<file path="src/rtl/apb_usrt_pkg.sv">
// Shared types and defaults for the APB-to-USRT bridge.
// The status register sits directly above the last channel data register.
package apb_usrt_pkg;

   typedef enum logic [1:0] {
      s_IDLE   = 2'd0,
      s_SETUP  = 2'd1,
      s_ACCESS = 2'd2,
      s_RESP   = 2'd3
   } state_t;

   typedef enum logic [1:0] {
      k_DATA   = 2'd0,
      k_STATUS = 2'd1,
      k_ERROR  = 2'd2
   } kind_t;

   localparam int ADDR_W_DEF  = 8;
   localparam int DATA_W_DEF  = 32;
   localparam int N_CH_DEF    = 2;
   localparam int TIMEOUT_DEF = 16;

   function automatic int status_index(input int n_ch);
      return n_ch;
   endfunction

endpackage

</file>
<file path="src/rtl/apb_wait_timer.sv">
// Counts ACCESS-state cycles; expire is high in the last cycle allowed
// before the bridge gives up on a channel handshake.
module apb_wait_timer #(
   parameter int TIMEOUT = 16
) (
   input  logic clk,
   input  logic reset,
   input  logic clear,
   input  logic inc,
   output logic expire
);

   localparam int CW = (TIMEOUT > 2) ? $clog2(TIMEOUT) : 1;
   localparam logic [CW-1:0] LAST = CW'(TIMEOUT - 1);

   logic [CW-1:0] count;

   always_ff @(posedge clk) begin
      if (reset)
         count <= '0;
      else if (clear)
         count <= '0;
      else if (inc)
         count <= count + CW'(1);
   end

   assign expire = (count == LAST);

endmodule

</file>
<file path="src/rtl/apb_usrt_slave.sv">
// APB slave bridging word registers onto N_CH ready/valid USRT channels,
// with a read-only status word and a bounded wait on each channel handshake.
module apb_usrt_slave
   import apb_usrt_pkg::*;
#(
   parameter int ADDR_W  = ADDR_W_DEF,
   parameter int DATA_W  = DATA_W_DEF,
   parameter int N_CH    = N_CH_DEF,
   parameter int TIMEOUT = TIMEOUT_DEF
) (
   input  logic                   i_Pclk,
   input  logic                   i_Preset,
   input  logic                   i_Psel,
   input  logic                   i_Penable,
   input  logic                   i_Pwrite,
   input  logic [ADDR_W-1:0]      i_Paddr,
   input  logic [DATA_W-1:0]      i_Pwdata,
   output logic [DATA_W-1:0]      o_Prdata,
   output logic                   o_Pready,
   output logic                   o_Pslverr,
   output logic [N_CH-1:0]        o_Tx_Valid,
   output logic [DATA_W-1:0]      o_Tx_Data,
   input  logic [N_CH-1:0]        i_Tx_Ready,
   output logic [N_CH-1:0]        o_Rx_Req,
   input  logic [N_CH-1:0]        i_Rx_Valid,
   input  logic [N_CH*DATA_W-1:0] i_Rx_Data
);

   localparam int CH_W = (N_CH > 1) ? $clog2(N_CH) : 1;
   localparam logic [ADDR_W-3:0] STATUS_W = (ADDR_W-2)'(status_index(N_CH));

   state_t            state;
   kind_t             kind_dec;
   kind_t             kind_q;
   logic              write_q;
   logic [CH_W-1:0]   ch_q;
   logic [DATA_W-1:0] wdata_q;
   logic [ADDR_W-3:0] w_idx;
   logic [DATA_W-1:0] status_word;
   logic [N_CH-1:0]   ch_onehot;
   logic              handshake;
   logic              timer_clear;
   logic              timer_inc;
   logic              timer_expire;
   logic              unused_addr_lsbs;

   // Byte lanes are not supported, so the low address bits carry no meaning.
   assign unused_addr_lsbs = ^i_Paddr[1:0];
   assign w_idx = i_Paddr[ADDR_W-1:2];

   always_comb begin
      kind_dec = k_ERROR;
      if (w_idx < STATUS_W)
         kind_dec = k_DATA;
      else if ((w_idx == STATUS_W) && !i_Pwrite)
         kind_dec = k_STATUS;
   end

   always_comb begin
      status_word = '0;
      status_word[N_CH-1:0] = i_Tx_Ready;
      status_word[2*N_CH-1:N_CH] = i_Rx_Valid;
   end

   assign ch_onehot   = N_CH'(1) << ch_q;
   assign handshake   = write_q ? i_Tx_Ready[ch_q] : i_Rx_Valid[ch_q];
   assign o_Tx_Data   = wdata_q;
   assign timer_clear = (state == s_SETUP) && i_Psel && i_Penable && (kind_q == k_DATA);
   assign timer_inc   = (state == s_ACCESS);

   apb_wait_timer #(
      .TIMEOUT (TIMEOUT)
   ) u_wait_timer (
      .clk    (i_Pclk),
      .reset  (i_Preset),
      .clear  (timer_clear),
      .inc    (timer_inc),
      .expire (timer_expire)
   );

   always_ff @(posedge i_Pclk) begin
      if (i_Preset) begin
         state      <= s_IDLE;
         kind_q     <= k_DATA;
         write_q    <= 1'b0;
         ch_q       <= '0;
         wdata_q    <= '0;
         o_Prdata   <= '0;
         o_Pready   <= 1'b0;
         o_Pslverr  <= 1'b0;
         o_Tx_Valid <= '0;
         o_Rx_Req   <= '0;
      end else begin
         case (state)
            s_IDLE: begin
               if (i_Psel && !i_Penable) begin
                  kind_q  <= kind_dec;
                  write_q <= i_Pwrite;
                  ch_q    <= w_idx[CH_W-1:0];
                  wdata_q <= i_Pwdata;
                  state   <= s_SETUP;
               end
            end
            s_SETUP: begin
               if (!i_Psel) begin
                  state <= s_IDLE;
               end else if (i_Penable) begin
                  case (kind_q)
                     k_DATA: begin
                        state <= s_ACCESS;
                        if (write_q)
                           o_Tx_Valid <= ch_onehot;
                        else
                           o_Rx_Req <= ch_onehot;
                     end
                     k_STATUS: begin
                        state     <= s_RESP;
                        o_Pready  <= 1'b1;
                        o_Pslverr <= 1'b0;
                        o_Prdata  <= status_word;
                     end
                     default: begin
                        state     <= s_RESP;
                        o_Pready  <= 1'b1;
                        o_Pslverr <= 1'b1;
                        o_Prdata  <= '0;
                     end
                  endcase
               end
            end
            // A handshake landing in the expiry cycle takes priority over the error.
            s_ACCESS: begin
               if (handshake) begin
                  state      <= s_RESP;
                  o_Pready   <= 1'b1;
                  o_Pslverr  <= 1'b0;
                  o_Tx_Valid <= '0;
                  o_Rx_Req   <= '0;
                  if (!write_q)
                     o_Prdata <= i_Rx_Data[int'(ch_q)*DATA_W +: DATA_W];
               end else if (timer_expire) begin
                  state      <= s_RESP;
                  o_Pready   <= 1'b1;
                  o_Pslverr  <= 1'b1;
                  o_Prdata   <= '0;
                  o_Tx_Valid <= '0;
                  o_Rx_Req   <= '0;
               end
            end
            default: begin
               state     <= s_IDLE;
               o_Pready  <= 1'b0;
               o_Pslverr <= 1'b0;
               o_Prdata  <= '0;
            end
         endcase
      end
   end

endmodule

</file>
<file path="config.mk">
export PLATFORM = sky130hd
export DESIGN_NAME = apb_usrt_slave
export DESIGN_NICKNAME = d
export VERILOG_FILES = /design/src/rtl/apb_usrt_pkg.sv /design/src/rtl/apb_wait_timer.sv /design/src/rtl/apb_usrt_slave.sv
export SDC_FILE = /design/constraint.sdc
export NUM_CORES = 1
export LEC_CHECK = 0
export CAP_MARGIN = 40
export CORE_MARGIN = 1
export CORE_UTILIZATION = 42
export CTS_BUF_LIST = sky130_fd_sc_hd__clkbuf_8
export CTS_CLUSTER_SIZE = 28
export DETAILED_ROUTE_END_ITERATION = 12
export PLACE_DENSITY = 0.79
export SYNTH_ARGS = -nofsm -noshare
export SYNTH_HDL_FRONTEND = slang
export SYNTH_HIERARCHICAL = 1
export SYNTH_SLANG_ARGS = --single-unit
</file>
<file path="constraint.sdc">
create_clock -name i_Pclk -period 2.7 [get_ports i_Pclk]
set_input_delay 0.27 -clock i_Pclk [delete_from_list [all_inputs] [get_ports i_Pclk]]
set_output_delay 0.27 -clock i_Pclk [all_outputs]
set_load 0.02 [all_outputs]
</file>
==> results of run 1 <==
## sequential cells by signal, indices dropped and copies added (netlist names), 2 cells and up
name                count
o_Prdata               32
u_wait_timer/count      4
o_Rx_Req                2
state                   2
kind_q                  2
o_Tx_Valid              2
o_Tx_Data              32
## layout make-up
| cell class | instances | area (um^2) | share of cell area [%] |
|---|---|---|---|
| clock inverters | 6 | 61.31 | 1.057 |
| inverters | 5 | 18.77 | 0.3237 |
| multi-input cells | 309 | 1979 | 34.14 |
| well taps | 108 | 135.1 | 2.331 |
| clock buffers | 10 | 137.6 | 2.374 |
| flip-flops and latches | 80 | 1602 | 27.62 |
| repair buffers | 189 | 1864 | 32.15 |
## cells in the final DEF (no fill, tap or decap), drive strengths merged, types with 2 or more instances in the layout
master and n:
nor3b 3, or2 2, a21oi 43, o211ai 2
clkinvlp 2, a21bo 2, inv 7, mux2 30
a221oi 6, buf 10, mux2i 9, clkdlybuf4s50 179
a211oi 4, and2 7, nor2 8, o21ai 31
nand2b 34, nor3 2, nand4 30, dfxtp 80
clkbuf 10, nand2 69, ha 5, nand3b 4
## critical path, cell delays in order (launching register included)
cell	delay, ns
dfxtp_1	0.40
buf_4	0.31
mux2_2	0.40
a221oi_4	0.25
buf_4	0.36
a21oi_1	0.11
a211oi_1	0.21
## layer usage
| layer | vias up | GRT usage, % |
|---|---|---|
| li1 | 1833 | - |
| met1 | 1695 | 25.31 |
| met2 | 174 | 37.56 |
| met3 | 11 | 8.607 |
| met4 | 0 | 7.598 |
| met5 | - | 0 |
## power groups by stage
stage	Sequential, uW	Clock [uW]	Combinational (uW)
2_1_floorplan	1430	0	510
3_3_place_gp	1340	0	993
3_5_place_dp	1350	0	1010
4_1_cts	1320	908	1010
5_1_grt	1330	963	1080
6_report	1320	875	1010
## cells in the mapped netlist (all sizes together) (2+ instances only)
cell	instances	area (um^2)
nor3b	3	27.52
a211oi	4	40.03
nand3b	4	30.03
clkbuf	24	90.09
a21oi	43	215.2
dfxtp	80	1602
a221oi	6	58.80
mux2	30	337.8
ha	5	62.56
o211ai	2	15.01
inv	5	18.77
a21bo	2	20.02
nor2	8	30.03
nor3	2	10.01
o21ai	31	155.2
and2	7	46.30
or2	2	12.52
mux2i	9	90.09
nand4	30	187.7
nand2	69	259.0
nand2b	34	212.7
buf	11	73.82
## kinds of logic (layout without fill, tap and decap cells)
| kind of cell | after synthesis | after routing | share of synthesized area (%) |
|---|---|---|---|
| compound gates | 95 | 95 | 15.01 |
| buf+inv | 40 | 210 | 4.868 |
| flops | 80 | 80 | 42.68 |
| fa+ha+maj | 5 | 5 | 1.667 |
| xor+xnor | 1 | 1 | 0.2335 |
| mux | 40 | 40 | 12.00 |
| simple gates | 168 | 168 | 23.54 |
## through the flow
step                instances  util (%)
global placement          691     64.52
floorplan                 429         -
CTS                       707     66.81
finish                    707     66.81
detailed placement        691     64.52
global route              707     66.81
## worst max-delay path by stage
stage	start	endpoint	slack (ns)
finish	ch_q	o_Prdata[1]	0.55
floorplan	state[0]	o_Prdata[3]	0.73
global route	state[0]	o_Prdata[0]	0.38
CTS	ch_q	o_Prdata[0]	0.54
detailed placement	i_Tx_Ready[1]	o_Prdata[2]	0.37
global placement	i_Tx_Ready[1]	o_Prdata[3]	0.41
==> flow_summary.yaml, run 1 <==
synth:
  synthArstFlopShare_pct: 0
  synth_enable_flop_cells: 0
  syn_area_um2: 3752
  seq_area_frac_synth_pct: 42.68
  yosys.cell_types.count: 49
  ys.flop_type: "dfxtp_1"
  syn-num-nets: 547
  yosysWarnings: 6
  synth_seq_cells: 80
  syn_area_per_cell_um2: 8.747
  synth_cells: 429
floorplan:
  die_area_um2: 9316
  core_area_um2: 8678
  initial_core_util_pct: 43.24
  die_y_um: 96.52
  ios: 183
  rows: 34
  fp.dieW_um: 96.52
route:
  wl_met3_mm: 1.332
  drtIter0Drc: 113
  viasPerCell: 5.252
  wl_met2_mm: 5.073
  drcViolationCount: 0
  maxUsedRoutingLayer: "met4"
  antenna_left: 0
  wl_per_cell_um: 15.33
  vias: 3713
  met1_length_mm: 4.311
  dr.pass1.iters: 4
  drt_wl_total_mm: 10.84
timing:
  worst_pin_slew_ns: 0.7282
  clock-skew-final_ns: 0.01090
  rsz0062_at_grt: "no"
  maxSlewViolCount: 0
  fin_hold_ws_ns: 0.4554
  final.setup.tns_ns: 0
  min_period_ns: 2.147
  worst_slack_ns: 0.5531
  hold_violations: 0
  min_period_over_period_pct: 79.51
  maxSlewHeadroom_pct: 51.45
  setup_viol: 0
  max_freq_mhz: 465.8
setup_path:
  criticalPathCategory: "reg2reg"
  path_max_fanout: 32
  cp.required_ns: 2.95
  regToRegSetupSlack_ns: 0.55
  worstReg2RegStart: "ch_q"
  reg2reg_depth: 6
  endpoint_kind: "register"
  r2r_end: "o_Prdata[1]"
  arrival_ns: 2.40
  start_kind: "register"
clocking:
  cts.clk_slew.worst_paths_ns: 0.08
  insertion_delay_ns: 0.34
  cts_tree: "done"
  ctsResizeCount: 0
  ctsHoldBuffers: 0
  post_cts_buffers: 0
  cts_num_sinks: 80
  cts_max_level: 3
  cts_buffer_depth: 2
  numCtsBuffers: 9
  root_buffer: "clkbuf_8"
job:
  maxCapViolCount: 0
final_layout:
  num-nets-final: 712
  antennaDiodeCount: 0
  drive_above_1_share_pct: 10.68
  area_growth_syn_to_layout_pct: 54.52
  final_area_um2: 5798
  fill_cells: 728
worst_hold_path:
  min_delay_path_depth: 2
  hold_end: "o_Tx_Data[28]"
  hold_start: "o_Tx_Data[28]"
  hp-class: "reg2reg"
power:
  ir_drop_mv: 0.3336
  pwr-share-clk_pct: 27.3
  pwr-share-seq_pct: 41.2
  internal_power_uw: 2194
  total_power_uw: 3206
  powerDensity_nw_per_um2: 552.9
  power_frac_comb_pct: 31.5
  power_leakage_uw: 0.002014
  p_switching_uw: 1012
  p_sw_share_pct: 31.56
outcome:
  outcome: "complete, no violations"
placed_design:
  dpl.hpwl_mm: 7.873
  gp_congestion: 0.8407
  place_ws_ns: 0.3723
  numPortBuffers: 180
  placed_cell_area_um2: 5599
global_route:
  grt_usage_pct: 22.14
  grt_pass1_vias: 3374
  grt_pass1_wl_mm: 15.88
  grt_antenna_before_repair: 0
  overflow: 0
  grt_max_degree: 49
(Power assumes the default switching activity.)
==> run 2, diff against run 1 <==
Clock period 2.7 ns to 2 ns, I/O delays scaled along.
==> flow_summary.yaml, run 2 (synthesized netlist as in run 1, its figures left out) <==
final_layout:
  num-nets-final: 728
  antennaDiodeCount: 0
  area_growth_syn_to_layout_pct: 59.59
  final_cell_mix: "clkdlybuf4s50_1 (179), dfxtp_1 (78), nand2_1 (69), a21oi_1 (43), nand2b_1 (34)"
  drive_above_1_share_pct: 13.84
  final_common_cell: "clkdlybuf4s50_1"
  finalNonFillerCells: 722
  fill_cells: 683
timing:
  hold_violations: 0
  setup_viol: 0
  max_freq_mhz: 525.0
  rsz0062_at_grt: "yes"
  worst_pin_slew_ns: 0.4125
  min_period_over_period_pct: 95.24
  maxSlewHeadroom_pct: 72.50
  min_period_ns: 1.905
  maxSlewViolCount: 0
  clock-skew-final_ns: 0.01365
setup_path:
  critical_path.cell_chain: "inv_1 -> ha_1 -> and2_1 -> a221oi_4 -> and2_2 -> o21ai_0"
  cp-startpoint: "state[0]"
  worstReg2RegStart: "state[0]"
  endpoint_kind: "register"
  criticalPathCategory: "reg2reg"
  arrival_ns: 2.12
  cp.required_ns: 2.21
  slowest_delay_ns: 0.42
  cp_slowest_cell: "a221oi_4"
  path_max_fanout: 8
  start_kind: "register"
global_route:
  grt_usage_pct: 22.83
  grt_max_degree: 37
  grt_pass1_vias: 3510
  grt_pass1_wl_mm: 16.42
  grt_antenna_before_repair: 0
  overflow: 0
route:
  viasPerCell: 5.312
  vias: 3835
  antenna_left: 0
  dr.pass1.iters: 4
  drcViolationCount: 0
  wl_per_cell_um: 15.84
  drtIter0Drc: 84
  drt_wl_total_mm: 11.44
clocking:
  cts_buffer_depth: 2
  cts.clk_slew.worst_paths_ns: 0.08
  root_buffer: "clkbuf_8"
  numCtsBuffers: 9
  post_cts_buffers: 0
  ctsHoldBuffers: 0
  insertion_delay_ns: 0.34
  cts_tree: "done"
  cts_num_sinks: 80
  cts_max_level: 3
  ctsResizeCount: 0
floorplan:
  core_area_um2: 8678
  fp.dieW_um: 96.52
  die_y_um: 96.52
  rows: 34
  die_area_um2: 9316
  initial_core_util_pct: 43.24
  ios: 183
placed_design:
  gp_congestion: 0.8531
  dpl.hpwl_mm: 8.182
  dp_cells: 703
  numPortBuffers: 180
worst_hold_path:
  hold_start: "i_Preset"
  hp-class: "in2reg"
power:
  power_leakage_uw: 0.002119
  total_power_uw: 4566
  ir_drop_mv: 0.5270
  powerDensity_nw_per_um2: 762.5
job:
  maxCapViolCount: 0
outcome:
  outcome: "complete, no violations"
-- run 2: cell types whose count changed in the layout (fill, tap and decap cells not counted), moves of 2 or more --
cell        previous run  this run
and2_4                 1         3
buf_12                 0         3
buf_4                  9        17
dfxtp_1               80        78
dfxtp_2                0         2
clkinvlp_4             2         0
-- run 2: layout make-up --
class / count / area, um^2 / area share (%)
clock buffer: 9 / 123.9 / 2.069
clock inverter: 6 / 86.33 / 1.442
inverter: 5 / 18.77 / 0.3134
multi-input combinational: 312 / 2017 / 33.68
sequential: 80 / 1604 / 26.79
tap: 108 / 135.1 / 2.257
timing repair buffer: 202 / 2003 / 33.45
-- run 2: through the flow --
stage / setup TNS [ns] / instance area [um^2] / setup WS [ns] / util, % / hold slack (ns)
floorplan: 0 / 3752 / 0.02605 / - / 0.3360
global placement: -0.09500 / 5727 / -0.04267 / 65.99 / 0.4410
detailed placement: -0.5408 / 5727 / -0.07551 / 65.99 / 0.4462
CTS: 0 / 5937 / 0.02907 / 68.41 / 0.2868
global route: -0.05974 / 5988 / -0.03420 / 69.00 / 0.3602
finish: 0 / 5988 / 0.09515 / 69.00 / 0.3038
-- run 2: power breakdown --
part / switching, uW / internal (uW)
combinational: 772 / 736
clock: 573 / 694
sequential: 75.4 / 1710
-- run 2: final timing paths --
check | end | depth (start not counted) | slack, ns
max | o_Prdata[26] | 6 | 0.1
min | o_Tx_Data[13] | 2 | 0.30
max reg2reg | o_Prdata[26] | 6 | 0.1
min reg2reg | o_Tx_Data[27] | 2 | 0.46
-- run 2: worst max-delay path, delay by kind of cell (launching register included) --
family,cells,cell delay (ns)
fa+ha+maj,1,0.25
compound gates,2,0.54
buf+inv,1,0.07
flops,1,0.38
simple gates,2,0.54
-- run 2: per-layer routing --
layer  part of all wire, %  track usage, %
met5                     0               0
met4                   2.5           9.314
met3                    12           7.121
met2                    47           39.08
met1                    39           26.34
